**src/rtl/fetch_unit.sv**
```systemverilog
// Two-byte instruction fetcher. It reads an opcode byte and then an operand byte over a
// simple req/ack memory port, and holds the assembled instruction until the decoder takes it.
module fetch_unit #(
  parameter logic [7:0] RESET_PC = 8'h00
) (
  input  logic        clk,
  input  logic        rst,
  input  logic        run,
  input  logic        branch_en,
  input  logic [7:0]  branch_target,
  output logic        mem_req,
  output logic [7:0]  mem_addr,
  input  logic        mem_ack,
  input  logic [7:0]  mem_rdata,
  output logic [15:0] instr,
  output logic [7:0]  instr_pc,
  output logic        instr_valid,
  input  logic        instr_ready,
  output logic [7:0]  pc
);

  typedef enum logic [1:0] {
    IDLE   = 2'd0,
    FETCH0 = 2'd1,
    FETCH1 = 2'd2,
    VALID  = 2'd3
  } state_t;

  state_t      state_q;
  logic [7:0]  pc_q;
  logic        mem_req_q;
  logic [7:0]  mem_addr_q;
  logic [15:0] instr_q;
  logic [7:0]  instr_pc_q;
  logic        instr_valid_q;

  logic [7:0]  pc_plus1_d;
  logic [7:0]  pc_plus2_d;

  // The 8-bit adds wrap naturally from 8'hFF to 8'h00.
  assign pc_plus1_d = pc_q + 8'd1;
  assign pc_plus2_d = pc_q + 8'd2;

  // All outputs are registered. mem_req and mem_addr are set when a fetch state is entered,
  // so they stay constant for as long as the fetch waits for its ack.
  always_ff @(posedge clk) begin
    if (rst) begin
      state_q       <= IDLE;
      pc_q          <= RESET_PC;
      mem_req_q     <= 1'b0;
      mem_addr_q    <= RESET_PC;
      instr_q       <= 16'h0000;
      instr_pc_q    <= RESET_PC;
      instr_valid_q <= 1'b0;
    end else if (branch_en) begin
      // A redirect drops any partial or held instruction and ignores a coincident ack.
      pc_q          <= branch_target;
      mem_addr_q    <= branch_target;
      instr_valid_q <= 1'b0;
      if (run) begin
        state_q   <= FETCH0;
        mem_req_q <= 1'b1;
      end else begin
        state_q   <= IDLE;
        mem_req_q <= 1'b0;
      end
    end else begin
      case (state_q)
        IDLE: begin
          if (run) begin
            state_q    <= FETCH0;
            mem_req_q  <= 1'b1;
            mem_addr_q <= pc_q;
          end
        end
        FETCH0: begin
          if (mem_ack) begin
            instr_q[15:8] <= mem_rdata;
            instr_pc_q    <= pc_q;
            mem_addr_q    <= pc_plus1_d;
            state_q       <= FETCH1;
          end
        end
        FETCH1: begin
          if (mem_ack) begin
            instr_q[7:0]  <= mem_rdata;
            pc_q          <= pc_plus2_d;
            mem_req_q     <= 1'b0;
            instr_valid_q <= 1'b1;
            state_q       <= VALID;
          end
        end
        VALID: begin
          // run is sampled only here, so clearing it never cuts a fetch short.
          if (instr_ready) begin
            instr_valid_q <= 1'b0;
            if (run) begin
              state_q    <= FETCH0;
              mem_req_q  <= 1'b1;
              mem_addr_q <= pc_q;
            end else begin
              state_q <= IDLE;
            end
          end
        end
        default: state_q <= IDLE;
      endcase
    end
  end

  assign mem_req     = mem_req_q;
  assign mem_addr    = mem_addr_q;
  assign instr       = instr_q;
  assign instr_pc    = instr_pc_q;
  assign instr_valid = instr_valid_q;
  assign pc          = pc_q;

endmodule
```
**config.mk**
```make
export PLATFORM = sky130hd
export DESIGN_NAME = fetch_unit
export DESIGN_NICKNAME = d
export VERILOG_FILES = /design/src/rtl/fetch_unit.sv
export SDC_FILE = /design/constraint.sdc
export NUM_CORES = 1
export LEC_CHECK = 0
export ABC_CLOCK_PERIOD_IN_PS = 3260
export CORE_ASPECT_RATIO = 2
export CORE_MARGIN = 10
export CORE_UTILIZATION = 40
export CTS_CLUSTER_DIAMETER = 150
export DETAILED_ROUTE_END_ITERATION = 16
export HOLD_SLACK_MARGIN = 0.15
export PLACE_DENSITY = 0.7
export SYNTH_ARGS = -nofsm -noshare
export SYNTH_HDL_FRONTEND = slang
export SYNTH_SLANG_ARGS = --single-unit
```
**constraint.sdc**
```tcl
create_clock -name clk -period 3.26 [get_ports clk]
set_input_delay 0.326 -clock clk [delete_from_list [all_inputs] [get_ports clk]]
set_output_delay 0.326 -clock clk [all_outputs]
set_load 0.01 [all_outputs]
```
---- Yosys cells after proc, flatten, opt, wreduce, memory -nomap -nowiden ----
Index checks and enable logic that the tools add are counted.
word-level totals
  bits in registers ....................... 44
  latch bits .............................. 0
  memory bits (writable) .................. 0
  bits in read-only memories .............. 0
  output and inout port bits .............. 42
  memories ................................ 0
cells by class
  $add $sub $neg .......................... 2
  multiply operators ...................... 0
  div/mod/pow operators ................... 0
  magnitude comparators ................... 0
  equal/unequal tests ..................... 9
  shift-type cells ........................ 0
  multiplexer cells ....................... 24
  bitwise logic cells ..................... 1
  reduce and logical (&&, ||, !) cells .... 14
operators by type and width
  kind                 number
  $mux 8               7
  $pmux 8 s3           1
  $reduce_and 3->1     5
  $ne 3x3->1 const B   4
  $mux 2               5
  $add 8x1->8 const B  1
  $add 8x2->8 const B  1
  $mux 1               8
  $pmux 2 s4           1
  $reduce_bool 4->1    2
  $reduce_bool 2->1    3
  $eq 2x2->1 const B   2
  $ne 2x2->1 const B   2
  $reduce_and 4->1     1
  $pmux 1 s3           1
  $eq 2x1->1 const B   1
  $logic_not 2->1      1
  $pmux 1 s2           1
  $reduce_and 2->1     1
  $reduce_or 2->1      1
  $not 1->1            1

---- Depth between registers and ports, before layout ----
  depth in word-level cells ............... 4
  gate-level depth with buffers ........... 8

---- Worst setup path before layout ----
No wires, ideal clock.
  path kind ............................... register to register
  start point ............................. register state_q[0]
  end point ............................... register mem_addr_q[6] (netlist: mem_addr[6])
  setup time .............................. 117 ps
  arrival time ............................ 1655 ps
  setup slack ............................. 1488 ps
  cell stages (with the launch flop) ...... 7
  buffers on the path ..................... 0
  period minus slack after synthesis ...... 1772 ps
  cell sequence ........................... dfxtp_1 > inv_1 > ha_1 > or2_1 > a211o_4 > and3_4 > a32o_1
between the ends
  longest elaborated chain between the ends .. 3
ends and longest elaborated chain
  what                                                         line  RTL
  start, declared                                              29    state_t state_q;
  start signal, assigned                                       48    state_q <= IDLE;
  start signal, assigned                                       61    state_q <= FETCH0;
  start signal, assigned                                       64    state_q <= IDLE;
  $eq 2x2->1, or another cell as far along                     68    case (state_q)
  $ne 3x3->1 (no line), or another cell as far along           n/a
  $reduce_and 3->1 (no line) / $mux 8 (equally long branches)  n/a
  end signal, assigned                                         58    mem_addr_q <= branch_target;
  end signal, assigned                                         73    mem_addr_q <= pc_q;
  end signal, assigned                                         80    mem_addr_q <= pc_plus1_d;
  end, declared                                                32    logic [7:0] mem_addr_q;
Parallel ways exist; a longest one is shown, timed or not.
A chain may end at the register's enable or synchronous reset.

---- Worst setup path after layout ----
  start point ............................. register state_q[0]
  end point ............................... register mem_addr_q[2] (netlist: mem_addr[2])
The elaborated chain is that of the path after synthesis.

==> metrics.txt <==
type of the worst min-delay path flop to flop; Post-synth top flop dfxtp_1; Final Instance Count excl. Fillers between 300 and 400; Synth async-reset ratio 0%; post-cts hold buffer count 0; Final Core Density 55.33%; critical path data arrival time between 2 and 2.5 ns; Synth area leaders dfxtp_1 43%, nand2_1 11%, a21oi_1 7.3%, ha_1 4.2%, xnor2_1 2.5%; share of layout cells above drive strength 1 4.167%; core area around 5100 um^2; post-CTS setup buffer count 0; CTS tree done; initial core utilization 40.61%; via count just under 2000; Inserted Clock Buffers 5; Tcrit/Tclk final around two thirds; cell with the most instances after synthesis nand2_1; clock latency on the worst-skew pair around 0.29 ns; status finished, final reports clean; Yosys top cell by area dfxtp_1; clk_skew a little under 0.004 ns; post-route cell area 2818 um^2; Filler Cell Count approximately 490; Post-synth EDFFs 0; cell chain of the critical path inv_1 -> ha_1 -> or2_1 -> a211oi_1 -> o21ai_0 -> a21oi_1; number of synthesized register bits between 40 and 50; drc violations 0; GRT Residual Overflow 0; min cycle time layout approximately 2.2 ns; clock tree sinks 44; PnR worst setup slack around 1.1 ns; Syn. warnings 0; Final TNS setup 0 ns; critical path class flop to flop; Critical Path RT around 3.5 ns; vias per inst approximately 5.2; crit-path max FO 5; io pins 64; crit end category flop; Post-DRT Antenna Nets 0; largest family of logic cells by synthesized area compound AO/OA/AOI/OAI gates; Setup violations, final 0; DR iter-0 viols 116; GP Congestion approximately 0.88; cts repair resizes 0; Fmax ~460 MHz; PortBufs 63; Synth Area in Adders roughly 4.2%; Pre-antenna DRT Iters 4; R2R Setup Slk roughly 1.1 ns; post-synthesis sequential area ratio between 40 and 50%; XOR/XNOR Fraction of Synth Area 4.235%; Leakage Power around 1 nW; Post-Syn Nets about 280; dpl ws just under 0.9 ns; final hold violations 0; mapped cell area about 2100 um^2; Die X roughly 70 um; slowest stage delay, CP ~0.70 ns; area grow syn2layout 36.24%; slowest CP cell a211oi_1; top cells by count, synth 63 x nand2_1, 44 x dfxtp_1, 30 x a21oi_1; Slew Viols, Final 0; placement row count 37; clk buf depth 2; global-route wire length before repair 9666 um; post-synthesis compound-gate area fraction a little under a quarter; # diodes 0; GRT Total Usage a little over an eighth; fraction of synthesized area in multiplexers less than 1%; DP Wirelength approximately 4500 um; VDD IR-drop max 0.0002889 V; WL/cell between 15 and 20 um; # placed instances approximately 360; Max Cap Viol 0; power per cell area 411.5 nW/um^2; placed cell areas about 2700 um^2; worst-margin pin slew roughly 0.80 ns; fin nets 340; DIE HEIGHT 121.7 um; Max-slew headroom between 40% and 50%; Synth top area share between 40% and 50%; Mean Syn Cell Area 8.175 um^2; Post-Synth Simple-Gate Area about 22%; Total Routed Length a little under 6000 um; largest net degree at the start of global routing 35; initial antenna violation count 0; cells after synthesis between 200 and 300; vias in the first global route approximately 2000; crit start category flop; Synth cell types between 40 and 50; H-tree levels 2; RSZ-0062 raised after global routing no; clk slew on worst S/H paths about 0.08 ns; Die Area 8621 um^2; CTS Root Cell clkbuf_8
## state kept, by name, summed over array words and instances (netlist names)
name,count
instr,16
instr_pc,8
instr_valid,1
mem_addr,8
mem_req,1
pc,8
state_q,2
## worst paths after layout
| check | start | end | cells past startpoint |
|---|---|---|---|
| min | instr[6] | instr[6] | 2 |
| max reg2reg | state_q[0] | mem_addr[2] | 6 |
| max | state_q[0] | mem_addr[2] | 6 |
| min reg2reg | instr[6] | instr[6] | 2 |
## cell usage in the layout, fill, tap and decap left out, types with 6 or more instances in the layout
cell type	n
a21oi_1	30
clkbuf_8	6
clkdlybuf4s50_1	63
dfxtp_1	44
ha_1	7
nand2_1	63
nand3_1	10
nor2_1	9
o21ai_0	8
xnor2_1	6
## power by group
| part | leakage (nW) | switching (mW) | total [mW] | internal, mW |
|---|---|---|---|---|
| clock | 0.0455 | 0.171 | 0.344 | 0.173 |
| combinational | 0.582 | 0.109 | 0.225 | 0.116 |
| sequential | 0.359 | 0.0264 | 0.591 | 0.564 |
## cell families (layout without fill, tap and decap cells)
family / Yosys count / after routing
AOI/OAI and AO/OA: 69 / 69
xor gates and xnor gates: 10 / 10
adders and majority gates: 7 / 7
buffers and inverters: 19 / 78
DFF: 44 / 44
muxes: 1 / 1
and+or+nand+nor: 103 / 103
## routing by layer
layer	vias up	global-route usage [%]	wire length [um]
met4	0	6.083	141
met3	11	3.987	330
met1	889	12.61	2207
met5	-	0	0
met2	48	25.89	3148
li1	994	-	-
## worst max-delay path: cells and delay by family (launching register included)
kind | cells | cell delay [ns]
AOI/OAI and AO/OA | 3 | 1.06
adders and majority gates | 1 | 0.25
buffers and inverters | 1 | 0.12
DFF | 1 | 0.41
and+or+nand+nor | 1 | 0.25
## cell type report
type	instances	area (um^2)	share of cell area, %
Clock buffer	8	90.09	3.197
Timing Repair Buffer	66	653.1	23.18
Sequential cell	44	880.8	31.26
Tap cell	58	72.57	2.575
Multi-Input combinational cell	190	1106	39.25
Inverter	4	15.01	0.5329
## metrics by stage
stage                     total power, mW  hold WS, ns
after detailed placement           0.8293       0.4472
after CTS                           1.175       0.4582
final                               1.160       0.4534
after global placement             0.8250       0.4417
after floorplan                    0.7206       0.4620
after global routing                1.222       0.4766
(Power assumes the default switching activity.)
